File: src/rtl/ame_num_approx.sv
// Power-of-two approximation of |operand|: scans the magnitude MSB-chunk first,
// then rounds the leading-one position and emits a one-hot result plus the operand sign.
module ame_num_approx #(
  parameter int COMP_DATA_BITS = 64,
  parameter int SCAN_BITS      = 8,
  parameter int ROUND_EN       = 1
) (
  input  logic                      clk_i,
  input  logic                      rst_n_i,
  input  logic                      comp_init_i,
  input  logic [COMP_DATA_BITS-1:0] comp_data_i,
  output logic                      busy_o,
  output logic                      comp_done_o,
  output logic [COMP_DATA_BITS-1:0] num_approx_o,
  output logic                      num_approx_sign_o,
  output logic [1:0]                dbg_state_o
);

  // Handshake: comp_init_i is a single-cycle request taken only while busy_o=0
  // (state IDLE), with comp_data_i captured on that same edge. Requests seen while
  // busy_o=1 are dropped. comp_done_o is a one-cycle pulse; the result outputs stay
  // valid until the next completion, and a request in the done cycle is accepted.

  localparam int NCH = COMP_DATA_BITS / SCAN_BITS;
  localparam int CW  = (NCH > 1) ? $clog2(NCH) : 1;
  localparam int PW  = (COMP_DATA_BITS > 1) ? $clog2(COMP_DATA_BITS) : 1;
  localparam int QW  = PW + 1;
  localparam int LW  = (SCAN_BITS > 1) ? $clog2(SCAN_BITS) : 1;

  localparam logic [CW-1:0] C_TOP = CW'(NCH - 1);
  localparam logic [QW-1:0] Q_MAX = QW'(COMP_DATA_BITS - 1);

  localparam logic [1:0] ST_IDLE  = 2'd0;
  localparam logic [1:0] ST_SCAN  = 2'd1;
  localparam logic [1:0] ST_ROUND = 2'd2;

  logic [1:0]                state_q;
  logic [COMP_DATA_BITS-1:0] mag_q;
  logic                      sign_q;
  logic [CW-1:0]             c_q;
  logic [PW-1:0]             p_q;
  logic                      zero_q;
  logic [COMP_DATA_BITS-1:0] approx_q;
  logic                      approx_sign_q;
  logic                      done_q;

  logic [COMP_DATA_BITS-1:0] comp_abs;
  logic [SCAN_BITS-1:0]      chunk;
  logic                      lead_found;
  logic [LW-1:0]             lead_idx;
  logic [PW-1:0]             scan_p;
  logic                      round_up;
  logic [QW-1:0]             q_ext;
  logic [PW-1:0]             q_sat;
  logic [COMP_DATA_BITS-1:0] approx_next;

  // The most negative operand wraps to 2^(N-1), which is exactly its magnitude.
  always_comb begin
    comp_abs = comp_data_i;
    if (comp_data_i[COMP_DATA_BITS-1]) begin
      comp_abs = (~comp_data_i) + COMP_DATA_BITS'(1);
    end
  end

  // Leading one of the current chunk; the ascending loop leaves the highest index.
  always_comb begin
    chunk      = mag_q[c_q*SCAN_BITS +: SCAN_BITS];
    lead_found = 1'b0;
    lead_idx   = '0;
    for (int i = 0; i < SCAN_BITS; i++) begin
      if (chunk[i]) begin
        lead_found = 1'b1;
        lead_idx   = LW'(i);
      end
    end
    scan_p = PW'(int'(c_q) * SCAN_BITS + int'(lead_idx));
  end

  // Round up when the bit just below the leading one is set; clamp at the MSB.
  always_comb begin
    round_up = 1'b0;
    if ((ROUND_EN != 0) && (p_q != '0)) begin
      round_up = mag_q[p_q - PW'(1)];
    end
    q_ext = {1'b0, p_q} + QW'(round_up);
    q_sat = q_ext[PW-1:0];
    if (q_ext > Q_MAX) begin
      q_sat = PW'(COMP_DATA_BITS - 1);
    end
    approx_next = COMP_DATA_BITS'(1) << q_sat;
    if (zero_q) begin
      approx_next = '0;
    end
  end

  always_ff @(posedge clk_i or negedge rst_n_i) begin
    if (!rst_n_i) begin
      state_q       <= ST_IDLE;
      mag_q         <= '0;
      sign_q        <= 1'b0;
      c_q           <= '0;
      p_q           <= '0;
      zero_q        <= 1'b0;
      approx_q      <= '0;
      approx_sign_q <= 1'b0;
      done_q        <= 1'b0;
    end else begin
      done_q <= 1'b0;
      case (state_q)
        ST_IDLE: begin
          if (comp_init_i) begin
            mag_q   <= comp_abs;
            sign_q  <= comp_data_i[COMP_DATA_BITS-1];
            c_q     <= C_TOP;
            p_q     <= '0;
            zero_q  <= 1'b0;
            state_q <= ST_SCAN;
          end
        end
        ST_SCAN: begin
          if (lead_found) begin
            p_q     <= scan_p;
            state_q <= ST_ROUND;
          end else if (c_q != '0) begin
            c_q <= c_q - CW'(1);
          end else begin
            zero_q  <= 1'b1;
            state_q <= ST_ROUND;
          end
        end
        ST_ROUND: begin
          approx_q      <= approx_next;
          approx_sign_q <= sign_q & ~zero_q;
          done_q        <= 1'b1;
          state_q       <= ST_IDLE;
        end
        default: begin
          state_q <= ST_IDLE;
        end
      endcase
    end
  end

  assign busy_o            = (state_q != ST_IDLE);
  assign comp_done_o       = done_q;
  assign num_approx_o      = approx_q;
  assign num_approx_sign_o = approx_sign_q;
  assign dbg_state_o       = state_q;

endmodule

File: config.mk
export PLATFORM = sky130hd
export DESIGN_NAME = ame_num_approx
export DESIGN_NICKNAME = d
export VERILOG_FILES = /design/src/rtl/ame_num_approx.sv
export SDC_FILE = /design/constraint.sdc
export NUM_CORES = 1
export LEC_CHECK = 0
export ABC_AREA = 1
export CAP_MARGIN = 5
export CELL_PAD_IN_SITES_DETAIL_PLACEMENT = 1
export CELL_PAD_IN_SITES_GLOBAL_PLACEMENT = 2
export CORE_UTILIZATION = 28
export CTS_BUF_LIST = sky130_fd_sc_hd__clkbuf_2 sky130_fd_sc_hd__clkbuf_4 sky130_fd_sc_hd__clkbuf_8
export CTS_CLUSTER_DIAMETER = 60
export CTS_CLUSTER_SIZE = 16
export DETAILED_ROUTE_END_ITERATION = 7
export MAX_ROUTING_LAYER = met4
export PLACE_DENSITY = 0.76
export SLEW_MARGIN = 10
export SYNTH_ARGS = -nofsm -noshare
export SYNTH_HDL_FRONTEND = slang
export SYNTH_SLANG_ARGS = --single-unit
File: constraint.sdc
create_clock -name clk_i -period 3.6 [get_ports clk_i]
set_input_delay 0.72 -clock clk_i [delete_from_list [all_inputs] [get_ports clk_i]]
set_output_delay 0.72 -clock clk_i [all_outputs]
set_load 0.005 [all_outputs]
**After elaboration in Yosys (flattened, before gate mapping)**

Index checks and enable logic that the tools add are counted.

- Add/subtract/negate cells: 5
- Magnitude comparators: 2
- Equal/unequal tests: 8
- Shifts and indexed selects: 2
- Multiplexer cells: 37
- Bitwise gates (word level): 3
- Reductions and logical operators: 10

Operators with widths:

| cell | number |
|---|---|
| 64-bit two-way mux | 2 |
| 64-bit by 1-bit adder with 64-bit output (second input constant) | 1 |
| 64-bit inverter | 1 |
| 64-bit by 7-bit variable part select with 8-bit output | 1 |
| 1-bit by 6-bit left shift with 64-bit output (first input constant) | 1 |
| 3-bit two-way mux | 9 |
| 6-bit two-way mux | 3 |
| 1-bit two-way mux | 15 |
| 6-bit one-hot mux with 2 select lines | 1 |
| 2-bit != test (second input constant) | 5 |
| 4-bit AND reduction | 2 |
| 6-bit by 1-bit adder with 7-bit output | 1 |
| 7-bit by 6-bit greater-than comparator with 1-bit output (second input constant) | 1 |
| 6-bit by 7-bit < comparator with 1-bit output (second input constant) | 1 |
| 6-bit by 3-bit adder with 6-bit output | 1 |
| 1-bit binary-select mux with 6-bit select | 1 |
| 2-bit two-way mux | 3 |
| 3-bit one-hot mux with 2 select lines | 1 |
| 6-bit nonzero test | 1 |
| 6-bit by 1-bit subtractor with 6-bit output (second input constant) | 1 |
| 2-bit one-hot mux with 2 select lines | 1 |
| 2-bit AND reduction | 2 |
| 2-bit nonzero test | 2 |
| 3-bit != test (second input constant) | 1 |
| other kinds (9) | 9 |

- Bits in registers: 143
- Input port bits: 67
- Output and inout bits: 69
- Word-level logic and storage cells: 76

**Depth between registers and ports, before layout**

- Word-level depth: 11
- Mapped depth: 26
- Mapped depth without buffers: 22

**Least setup slack after synthesis**

OpenSTA, ideal clock, no wires.

- Path type: register to register
- Start: register p_q[0]
- End: register approx_q[45], in the netlist num_approx_o[45]
- Library setup time: 135 ps
- Arrival time: 3397 ps
- Required time: 3465 ps
- Path slack: 68 ps
- Stages on the path, launching flop included: 26
- Buffers on the path: 5
- Period minus slack after synthesis: 3532 ps
- Cell sequence: dfrtp_1 -> buf_2 -> inv_2 -> clkbuf_1 -> ha_1 -> buf_2 -> inv_1 -> buf_2 -> a21oi_1 -> o21ai_0 -> nand3_1 -> nand3_1 -> nand3_1 -> nand3_1 -> o21ai_0 -> nor2_1 -> ha_1 -> ha_1 -> nand4_1 -> nor2_1 -> inv_2 -> nand2_2 -> inv_1 -> buf_2 -> nand2_1 -> o21ai_0

- Cells in the longest elaborated chain, start to end: 9
- Elaborated cells on any way between the ends: 10
- Classes of those cells: add/sub: 2; order compare: 1; shift: 1; mux: 5; reduce/logical: 1

Ends and longest elaborated chain:

| item | line | RTL |
|---|---|---|
| start, declared | 41 | `logic [PW-1:0] p_q;` |
| start signal, assigned | 122 | `p_q <= scan_p;` |
| 6-bit by 1-bit subtractor with 6-bit output | 83 | `round_up = mag_q[p_q - PW'(1)];` |
| 1-bit binary-select mux with 6-bit select | 83 |  |
| 1-bit two-way mux (implied by the code) | 83 |  |
| 1-bit two-way mux | 82 | `if ((ROUND_EN != 0) && (p_q != '0)) begin` |
| 6-bit by 1-bit adder with 7-bit output (*) | 85 | `q_ext = {1'b0, p_q} + QW'(round_up);` |
| 7-bit by 6-bit greater-than comparator with 1-bit output | 87 | `if (q_ext > Q_MAX) begin` |
| 6-bit two-way mux (*) | 87 |  |
| 1-bit by 6-bit left shift with 64-bit output (*) | 90 | `approx_next = COMP_DATA_BITS'(1) << q_sat;` |
| 64-bit two-way mux (*) | 91 | `if (zero_q) begin` |
| end signal, assigned | 132 | `approx_q <= approx_next;` |
| end, declared | 43 | `logic [COMP_DATA_BITS-1:0] approx_q;` |

Mark *: on every way between the ends. The rest lies on a longest branch, timed or not. The select of a mux whose other input is x is not followed.
A chain may end at the register's enable or synchronous reset.

**Worst setup path after layout**

- Start: register p_q[0]
- End: register approx_q[10], in the netlist num_approx_o[10]

Same word-level chain as after synthesis.

==> impl_metrics.tcl <==
set metrics [dict create \
    synth_area_mm2 0.00939 \
    seq_area_frac_synth_pct 38.1 \
    synth_nets 1506 \
    grt_antenna_before_repair 0 \
    root_buffer "clkbuf_8" \
    ys_seq_elements 143 \
    period_minus_slack_ns 3.32 \
    first_pass_iters 5 \
    timing.fmax_mhz 301 \
    io_pins 136 \
    crit_type "flip-flop to flip-flop" \
    port_buffers 135 \
    hpwl_mm 27.8 \
    drcViolationCount 0 \
    final-setup-viol-count 0 \
    rows 66 \
    worst_pin_slew_ns 0.844 \
    initial_core_util_pct 28.6 \
    cp-end-kind "flip-flop" \
    skew_ns 0.0200 \
    wl_per_cell_um 17.9 \
    stdcell_area_mm2 0.0118 \
    synth_edf_count 0 \
    grt_pass1_wl_mm 57.5 \
    final.setup.tns_ns 0 \
    slew_viol_final 0 \
    cp.arrival_ns 3.72 \
    htreeDepth 4 \
    fp.dieW_um 185 \
    fin_crit_sh_pct 92.3 \
    ant_nets 0 \
    p_leak_nw 5.29 \
    worstPathMaxFanout 15 \
    grt_pass1_vias 10000 \
    via_count 9804 \
    hold_viol 0 \
    ys_types 39 \
    outcome "finished clean" \
    synthCells 1433 \
    drt_iter0_drc 605 \
    cts.clk_slew.worst_paths_ns 0.10 \
    die_y_um 185 \
    n_antenna_cell 0 \
    layout-drive-gt1-share_pct 7.13 \
    synth-main-ff-cell "dfrtp_1" \
    relSlewSlack_pct 43.8 \
    syn2layout_area_growth_pct 25.5 \
    vias_per_cell 4.91 \
    synth_area_per_cell_um2 6.55 \
    clk_path_buf_depth 2 \
    fp.coreArea_mm2 0.0328 \
    drv_cap 0 \
    total_power_mw 9.13 \
    clock-sinks 143 \
    track_usage_pct 22.5 \
    insertion_delay_ns 0.47 \
    wl_mm 35.9 \
    nNetsFinal 1616 \
    ys_async_sr_fraction_pct 100 \
    hp-class "input port to async pin" \
    placed_cell_area_mm2 0.0112 \
    grt_max_degree 89 \
    rsz0062_at_grt "yes" \
    power_density_mw_per_mm2 775 \
    grt_overflow 0 \
    gp_congestion 0.844 \
    start_kind "flip-flop" \
    cts_made_buffers 17 \
    cts_tree "built" \
    yosysWarnings 0 \
    dieArea_mm2 0.0343 \
    worst_ep_required_time_ns 3.99 \
    vdd_drop_max_mv 0.301 \
]
[routing by layer]
| metal | global-route usage, % | vias to the layer above | share of wire, % |
|---|---|---|---|
| met5 | - | - | 0 |
| met1 | 31.7 | 4727 | 50 |
| met2 | 34.6 | 179 | 46 |
| li1 | - | 4873 | - |
| met4 | 5.36 | 0 | 1.2 |
| met3 | 2.28 | 25 | 2.8 |
[critical path, cell delays in order, from the launching register on]
cell and delay, ns:
dfrtp_1 0.41, inv_2 0.05, ha_1 0.33, inv_2 0.09, buf_12 0.13, a21oi_1 0.04, o21ai_0 0.07, nand3_1 0.10
nand3_1 0.09, nand3_1 0.08, nand3_1 0.10, o21ai_0 0.09, nor2_1 0.11, ha_2 0.19, ha_2 0.19, nand4_1 0.14
nor2_2 0.22, inv_2 0.10, nand2_2 0.08, inv_2 0.11, nor2_2 0.22, nand2_1 0.12, o21ai_0 0.17
[layout make-up]
| type | count | area, um2 |
|---|---|---|
| fillers | 4197 | 21000 |
| clock buffers | 19 | 255 |
| repair buffers | 161 | 1630 |
| flip-flops and latches | 143 | 3580 |
| clock inverters | 13 | 175 |
| multi-input cells | 1101 | 5140 |
| inverters | 119 | 455 |
| well taps | 442 | 553 |
[synth_stat cells (3+ instances only)]
master / n / area, um2
nor3_1: 4 / 20.0
o21ai_0: 194 / 971
inv_1: 112 / 420
inv_2: 4 / 15.0
o211ai_1: 4 / 30.0
buf_6: 5 / 56.3
dfrtp_1: 143 / 3580
o21ai_1: 5 / 25.0
buf_2: 11 / 55.1
nand4_1: 23 / 144
ha_1: 6 / 75.1
a31oi_1: 6 / 37.5
nand3b_1: 3 / 22.5
nand2_1: 461 / 1730
xor2_1: 29 / 254
nor2_1: 139 / 522
buf_1: 5 / 18.8
nor2_2: 5 / 31.3
nand2_2: 3 / 18.8
nand3_1: 175 / 876
a21oi_1: 26 / 130
clkbuf_1: 46 / 173
o21ai_2: 3 / 26.3
[worst paths after layout]
check / from / endpoint / slack (ns) / cells past startpoint
setup / recovery: p_q[0]$_DFFE_PN0P_ / num_approx_o[10]$_DFFE_PN0P_ / 0.28 / 22
min in group clk_i: mag_q[9]$_DFFE_PN0P_ / mag_q[9]$_DFFE_PN0P_ / 0.49 / 2
hold / removal: rst_n_i / comp_done_o$_DFF_PN0_ / 0.31 / 1
hold reg to reg: mag_q[9]$_DFFE_PN0P_ / mag_q[9]$_DFFE_PN0P_ / 0.49 / 2
setup reg to reg: p_q[0]$_DFFE_PN0P_ / num_approx_o[10]$_DFFE_PN0P_ / 0.28 / 22
max in group asynchronous: rst_n_i / mag_q[21]$_DFFE_PN0P_ / 2.50 / 2
[cell families after synthesis]
group	synth area share [%]
buffers and inverters	8.25
DFF	38.1
and+or+nand+nor	36.6
xor gates and xnor gates	3.07
AOI/OAI and AO/OA	13.2
adders and majority gates	0.800
[through the flow]
step	cells	hold WS, ns	utilization (%)	setup WS (ns)
floorplan	1433	0.424	-	0.0681
global route	1998	0.350	35.9	-0.0476
finish	1998	0.311	35.9	0.276
detailed placement	1962	0.472	34.1	-0.0893
CTS	1994	0.319	35.5	0.0429
global placement	1962	0.464	34.1	0.0386
[power by group]
group / switching (mW) / internal (mW)
combinational: 3.23 / 1.81
clock: 0.695 / 0.729
sequential: 0.509 / 2.15
[cells in the final DEF (no fill, tap or decap), types with 2 or more instances in the layout]
cell type,instances
buf_4,18
xnor2_1,2
nor4_1,2
inv_4,2
nor2_4,7
nor3_1,4
o21ai_1,23
o211ai_1,4
o21ai_2,3
a21oi_1,26
ha_1,4
o21ai_0,176
inv_6,6
nor2_1,120
nand4_1,23
inv_1,109
inv_2,6
dfrtp_1,142
a31oi_1,6
clkdlybuf4s50_1,133
buf_12,6
clkbuf_8,18
nand3b_1,3
nand3_1,175
nand2_1,457
bufinv_16,3
xor2_1,29
clkinvlp_4,2
nand2_2,7
buf_6,3
ha_2,2
nor2_2,18
or2_2,2
[what timing repair did]
item	in CTS	in global routing
endpoints found under the hold margin	0	0
resized for setup	2	51
setup endpoints to repair	52	64
setup buffers	0	4
pin swaps	0	8
hold buffers	0	0
[registers in the layout, summed over array words and instances, names as in the netlist]
| signal | flops |
|---|---|
| num_approx_o | 64 |
| mag_q | 64 |
| zero_q | 1 |
| num_approx_sign_o | 1 |
| comp_done_o | 1 |
| c_q | 3 |
| p_q | 6 |
| dbg_state_o | 2 |
| sign_q | 1 |
(Power assumes the default switching activity.)
